**src/rtl/pwm_ramp_gen.sv**
```systemverilog
// pwm_ramp_gen: PWM generator whose duty ramps up to a target, holds, then ramps down.
module pwm_ramp_gen #(
  parameter int CNT_W  = 8,
  parameter int HOLD_W = 16
) (
  input  logic              clk_i,
  input  logic              rst_ni,
  input  logic              start_i,
  input  logic              stop_i,
  input  logic [CNT_W-1:0]  period_i,
  input  logic [CNT_W-1:0]  target_i,
  input  logic [CNT_W-1:0]  step_i,
  input  logic [HOLD_W-1:0] hold_i,
  output logic              pwm_o,
  output logic [CNT_W-1:0]  duty_o,
  output logic              busy_o,
  output logic              done_o
);
  typedef enum logic [1:0] {IDLE, UP, HOLD, DOWN} state_t;
  state_t state_q, state_d;
  logic [CNT_W-1:0] cnt_q, cnt_d, duty_q, duty_d, period_q, target_q, step_q;
  logic [HOLD_W-1:0] hold_q, hold_cnt_q, hold_cnt_d;
  logic [CNT_W:0] sum;
  logic done_q, done_d, busy, boundary, cfg_load;
  assign busy     = state_q != IDLE;
  assign boundary = busy && cnt_q == period_q;
  assign sum      = {1'b0, duty_q} + {1'b0, step_q};
  always_comb begin
    state_d    = state_q;
    duty_d     = duty_q;
    hold_cnt_d = hold_cnt_q;
    done_d     = 1'b0;
    cfg_load   = 1'b0;
    cnt_d      = (!busy || boundary) ? '0 : cnt_q + 1'b1;
    case (state_q)
      IDLE: if (start_i) begin
        cfg_load = 1'b1;
        duty_d   = '0;
        state_d  = UP;
      end
      UP: if (stop_i) begin
        state_d = DOWN;
        cnt_d   = cnt_q;
      end else if (boundary) begin
        if (sum >= {1'b0, target_q}) begin
          duty_d     = target_q;
          hold_cnt_d = '0;
          state_d    = HOLD;
        end else duty_d = sum[CNT_W-1:0];
      end
      HOLD: if (stop_i) begin
        state_d = DOWN;
        cnt_d   = cnt_q;
      end else if (boundary) begin
        if (hold_cnt_q == hold_q) state_d = DOWN;
        else hold_cnt_d = hold_cnt_q + 1'b1;
      end
      DOWN: if (boundary) begin
        // Final step lands on zero rather than wrapping below it.
        if (duty_q <= step_q) begin
          duty_d  = '0;
          state_d = IDLE;
          done_d  = 1'b1;
        end else duty_d = duty_q - step_q;
      end
      default: state_d = IDLE;
    endcase
  end
  always_ff @(posedge clk_i or negedge rst_ni) begin
    if (!rst_ni) begin
      state_q    <= IDLE;
      cnt_q      <= '0;
      duty_q     <= '0;
      hold_cnt_q <= '0;
      done_q     <= 1'b0;
      period_q   <= '0;
      target_q   <= '0;
      step_q     <= '0;
      hold_q     <= '0;
    end else begin
      state_q    <= state_d;
      cnt_q      <= cnt_d;
      duty_q     <= duty_d;
      hold_cnt_q <= hold_cnt_d;
      done_q     <= done_d;
      if (cfg_load) begin
        period_q <= period_i;
        target_q <= target_i;
        step_q   <= (step_i == '0) ? CNT_W'(1) : step_i;
        hold_q   <= hold_i;
      end
    end
  end
  assign pwm_o  = busy && (cnt_q < duty_q);
  assign duty_o = duty_q;
  assign busy_o = busy;
  assign done_o = done_q;
endmodule
```
**config.mk**
```make
export PLATFORM = sky130hd
export DESIGN_NAME = pwm_ramp_gen
export DESIGN_NICKNAME = d
export VERILOG_FILES = /design/src/rtl/pwm_ramp_gen.sv
export SDC_FILE = /design/constraint.sdc
export NUM_CORES = 1
export LEC_CHECK = 0
export ABC_CLOCK_PERIOD_IN_PS = 7400
export BUFFER_PORTS_ARGS = -buffer_cell sky130_fd_sc_hd__buf_4
export CAP_MARGIN = 10
export CORE_UTILIZATION = 25
export CTS_CLUSTER_DIAMETER = 150
export DETAILED_ROUTE_END_ITERATION = 12
export SLEW_MARGIN = 20
export SYNTH_ARGS = -nofsm -noshare
export SYNTH_HDL_FRONTEND = slang
export SYNTH_SLANG_ARGS = --single-unit
```
**constraint.sdc**
```tcl
create_clock -name clk_i -period 7.4 [get_ports clk_i]
set_clock_uncertainty 0.15 [all_clocks]
set_input_delay 1.11 -clock clk_i [delete_from_list [all_inputs] [get_ports clk_i]]
set_output_delay 1.11 -clock clk_i [all_outputs]
set_load 0.01 [all_outputs]
```
==> Word-level counts from Yosys, hierarchy flattened <==
Cells that the tools add are included.
W data, S select, Z words.
{ "word_totals": {"reg_bits": 75, "latch_bits": 0, "ram_bits": 0, "rom_bits": 0, "out_inout_bits": 11, "elab_cells": 81, "n_memories": 0} }
{ "op_classes": {"n_addsub": 4, "mul": 0, "div_mod_pow": 0, "order_cmp": 3, "eq_ne": 19, "n_shift": 0, "mux": 33, "bitwise_logic": 0, "n_reduce_logical": 13} }
{ "ops": {"columns": ["op", "count"], "rows": [
  ["$mux W16", 6],
  ["$mux W8", 10],
  ["$pmux W16 S2", 1],
  ["$pmux W8 S3", 1],
  ["$ne A2 B2 Y1 const B", 10],
  ["$mux W2", 9],
  ["$add A16 B1 Y16 const B", 1],
  ["$eq A16 B16 Y1", 1],
  ["$reduce_and A7 Y1", 2],
  ["$ne A3 B3 Y1 const B", 4],
  ["$add A8 B8 Y9", 1],
  ["$ge A9 B8 Y1", 1],
  ["$add A8 B1 Y8 const B", 1],
  ["$eq A8 B8 Y1", 1],
  ["$le A8 B8 Y1", 1],
  ["$logic_not A8 Y1", 1],
  ["$lt A8 B8 Y1", 1],
  ["$pmux W2 S4", 1],
  ["$sub A8 B8 Y8", 1],
  ["$mux W1", 5],
  ["$reduce_and A5 Y1", 1],
  ["$eq A2 B2 Y1 const B", 2],
  ["$reduce_bool A2 Y1", 2],
  ["$reduce_bool A3 Y1", 1],
  ["6 further kinds", 7]
]} }

==> Depth between registers and ports, before layout <==
{ "depth": {"ltp_word": 6, "ltp_mapped": 18} }

==> Worst setup path after synthesis <==
No wires, ideal clock.
{ "synth_path": {"path_kind": "reg-to-reg", "startpoint": "register duty_q[0] (netlist: duty_o[0])", "endpoint": "register hold_cnt_q[12]", "setup_time_ps": 77, "arrival_time_ps": 3437, "required_time_ps": 7173, "slack_ps": 3735, "stages_incl_launch_ff": 17, "n_path_buf": 1, "synth_period_minus_slack_ps": 3665, "path_cell_list": "dfrtp_1 > ha_1 > fa_1 > nand2b_4 > a21oi_2 > nor2_1 > o311ai_4 > xnor2_1 > ha_1 > a21oi_1 > o21ai_0 > a41oi_2 > a21boi_2 > a211o_1 > buf_2 > or3_1 > a21oi_1"} }
{ "synth_via": {"elab_chain_len": 4} }
{ "synth_lines": {"columns": ["element", "line", "source"], "rows": [
  ["from (decl)", "21", "logic [CNT_W-1:0] cnt_q, cnt_d, duty_q, duty_d, period_q, target_q, step_q;"],
  ["from (signal assigned)", "83", "duty_q <= duty_d;"],
  ["$add A8 B8 Y9", "27", "assign sum = {1'b0, duty_q} + {1'b0, step_q};"],
  ["$ge A9 B8 Y1", "45", "if (sum >= {1'b0, target_q}) begin"],
  ["$ne A2 B2 Y1 (no line)", null, null],
  ["$reduce_and A7 Y1 (no line)", null, null],
  ["to (signal assigned)", "84", "hold_cnt_q <= hold_cnt_d;"],
  ["to (decl)", "22", "logic [HOLD_W-1:0] hold_q, hold_cnt_q, hold_cnt_d;"]
]} }
Every way passes these cells.
A chain may end at the register's enable or synchronous reset.

==> Worst setup path after layout <==
{ "layout_path": {"startpoint": "register duty_q[0] (netlist: duty_o[0])", "endpoint": "register hold_cnt_q[1]"} }
The elaborated chain is that of the path after synthesis.

==> flow_summary_export.csv <==
group,metric,value,unit
run_status,outcome,"complete, no violations",
placement,dp_hpwl,8.55,mm
yosys,synth_edf_count,0,
yosys,synth-seq-cells,75,
yosys,ys_types,52,
cts,htreeDepth,3,
layout,antenna_cells,0,
placement,routabilityCongestion,0.817,
cts,clock-root-buffer,"clkbuf_16",
detailed_routing,routed_via_density,4.56,
timing,final_max_slew_viol_count,0,
placement,dpl.cell_count,791,
floorplan,start_util,25.8,%
global_route,grt_max_degree,76,
timing,period_share,60.3,%
cts,cts_tree,"done",
global_route,antenna_found_initial,0,
yosys,synth-warning-count,0,
layout,fin_nets,626,
power,p_leak,0.00272,µW
detailed_routing,dr.first_iter.drc_count,239,
yosys,synth.most_common_cell,"dfrtp_1",
timing,period_needed,4470,ps
cts,hold_buffers,0,
yosys,yosysTopAreaCell,"dfrtp_1",
detailed_routing,met3_length,441,µm
yosys,synthTopCellsByArea,"dfrtp_1 39%, ha_1 9.8%, mux2_2 9.1%",
yosys,ys_seq_area_share,38.7,%
timing,max_clock_freq,224,MHz
timing,hold_violations,0,
setup_path,crit_type,"flip-flop to flip-flop",
timing,hold_slack,371,ps
setup_path,crit_fanout,19,
floorplan,coreArea,0.0188,mm²
yosys,netlist_instances,494,
yosys,synth.top_cell.area_share,38.7,%
yosys,syn_nets,578,
cts,cts_sinks,75,
yosys,async_reset_ff_share,100,%
global_route,grt.total_usage,12.5,%
layout,syn2layout_area_growth,19.6,%
yosys,synth_ff_type,"dfrtp_1",
layout,layout.cells.non_filler,807,
detailed_routing,drc,0,
setup_path,cp-end-kind,"flip-flop",
global_route,grt_overflow_total,0,
cts,postCtsSetupRepairBufs,0,
cts,cts_buffers,9,
hold_path,min_path_cells,2,
cts,insertion_delay,350,ps
yosys,yosys-top-cells-count,"75 x dfrtp_1, 39 x mux2_2, 38 x ha_1, 36 x inv_1, 33 x nand2_1",
global_route,first_global_vias,3577,
detailed_routing,vias,3676,
detailed_routing,dr_wl_met2,5.28,mm
setup_path,arrival,4560,ps
timing,rsz0062_at_grt,"false",
power,finalPower,2010,µW
floorplan,die_x,141,µm
placement,portBuffers,54,
setup_path,r2r_cells,15,
hold_path,hp-class,"flip-flop to flip-flop",
run,cap_viol_max_count,0,
detailed_routing,drtPass1Iterations,4,
floorplan,core.rowCount,50,
timing,setup_viol,0,
layout,drive_above_1_share,21.0,%
power,p_per_area,346,mW/mm²
detailed_routing,ant_nets,0,
detailed_routing,finalWirelength,11.7,mm
detailed_routing,top_layer_used,"met4",
floorplan,num_io_pins,55,
power,max-vdd-ir-drop,138,µV
setup_path,start_kind,"flip-flop",
timing,max_slew_margin,23.5,%
detailed_routing,wl_per_cell,14.4,µm
yosys,avgSynthCellArea,9.82,µm²
setup_path,required,7490,ps
floorplan,die_area,0.0200,mm²
yosys,syn-cell-area,0.00485,mm²
placement,place_ws,2930,ps
timing,fin_ws,2930,ps
cts,clk_pin_slew,60,ps
global_route,grt_pass1_wl,19.0,mm
cts,cts_resized,0,
cts,max-clock-path-buffers,2,
timing,tns,0,ps
timing,worstMarginPinSlew,1140,ps
detailed_routing,routedLengthMet1,5.81,mm
floorplan,dieHeight,141,µm
metal layers:
layer,vias up,track usage (%)
met5,-,0
li1,1849,-
met4,0,4.06
met2,56,19.4
met3,9,3.51
met1,1762,16.7
final timing paths:
kind / startpoint / endpoint / slack, ps
worst max-delay path: duty_o[0] / hold_cnt_q[1] / 2930
worst min-delay path: step_q[0] / step_q[0] / 370
worst max register to register: duty_o[0] / hold_cnt_q[1] / 2930
worst min register to register: step_q[0] / step_q[0] / 370
max in group asynchronous: rst_ni / duty_o[4] / 5940
min in group asynchronous: rst_ni / hold_q[13] / 640
area by class of cell:
type,instances,area [µm²]
sequential,75,1880
inverter,37,139
tap,260,325
timing repair buffer,54,409
clock buffer,12,246
clock inverter,4,50.0
fill,1980,13000
multi-input combinational,365,2750
critical path, cell delays in order, from the launching register on:
cell,delay [ps]
dfrtp_1,430
ha_1,250
fa_1,440
nand2b_4,100
a21oi_2,50
nor2_1,230
o311ai_4,150
xnor2_1,160
ha_1,310
a21oi_1,120
o21ai_0,100
a41oi_2,230
a21boi_2,680
a211o_1,630
o21ai_1,140
a22o_1,200
logic make-up (layout without fill, tap and decap cells):
logic type | after synthesis | after routing | synth area share, %
AOI/OAI and AO/OA | 116 | 116 | 15.4
and+or+nand+nor | 127 | 127 | 13.6
adders and majority gates | 40 | 40 | 10.6
muxes | 48 | 48 | 11.0
DFF | 75 | 75 | 38.7
xor gates and xnor gates | 34 | 34 | 6.14
buffers and inverters | 54 | 107 | 4.57
cell usage in the layout (no fill, tap or decap), types with 15 or more instances in the layout:
cell     count
nand2_1     32
a21oi_1     20
ha_1        38
xnor2_1     15
buf_4       53
xor2_1      19
nor2_1      22
mux2_2      39
inv_1       36
dfrtp_1     75
o21ai_1     27
o21ai_0     17
state kept, by name, indices dropped and copies added, names as in the netlist:
name,flops
done_o,1
period_q,8
target_q,8
state_q,2
duty_o,8
cnt_q,8
hold_q,16
step_q,8
hold_cnt_q,16
power by group:
part | internal, µW | total (µW) | switching, µW | leakage, µW
logic | 429 | 897 | 469 | 0.00163
clock network | 270 | 447 | 178 | 0.000139
registers | 543 | 662 | 119 | 0.000949
total | 1240 | 2010 | 765 | 0.00272
metrics by stage:
| stage | util, % | cell area (µm²) |
|---|---|---|
| finish | 30.8 | 5800 |
| global route | 30.8 | 5800 |
| CTS | 30.8 | 5800 |
| detailed placement | 29.2 | 5500 |
| global placement | 29.2 | 5500 |
| floorplan | - | 4850 |
(Power assumes the default switching activity.)
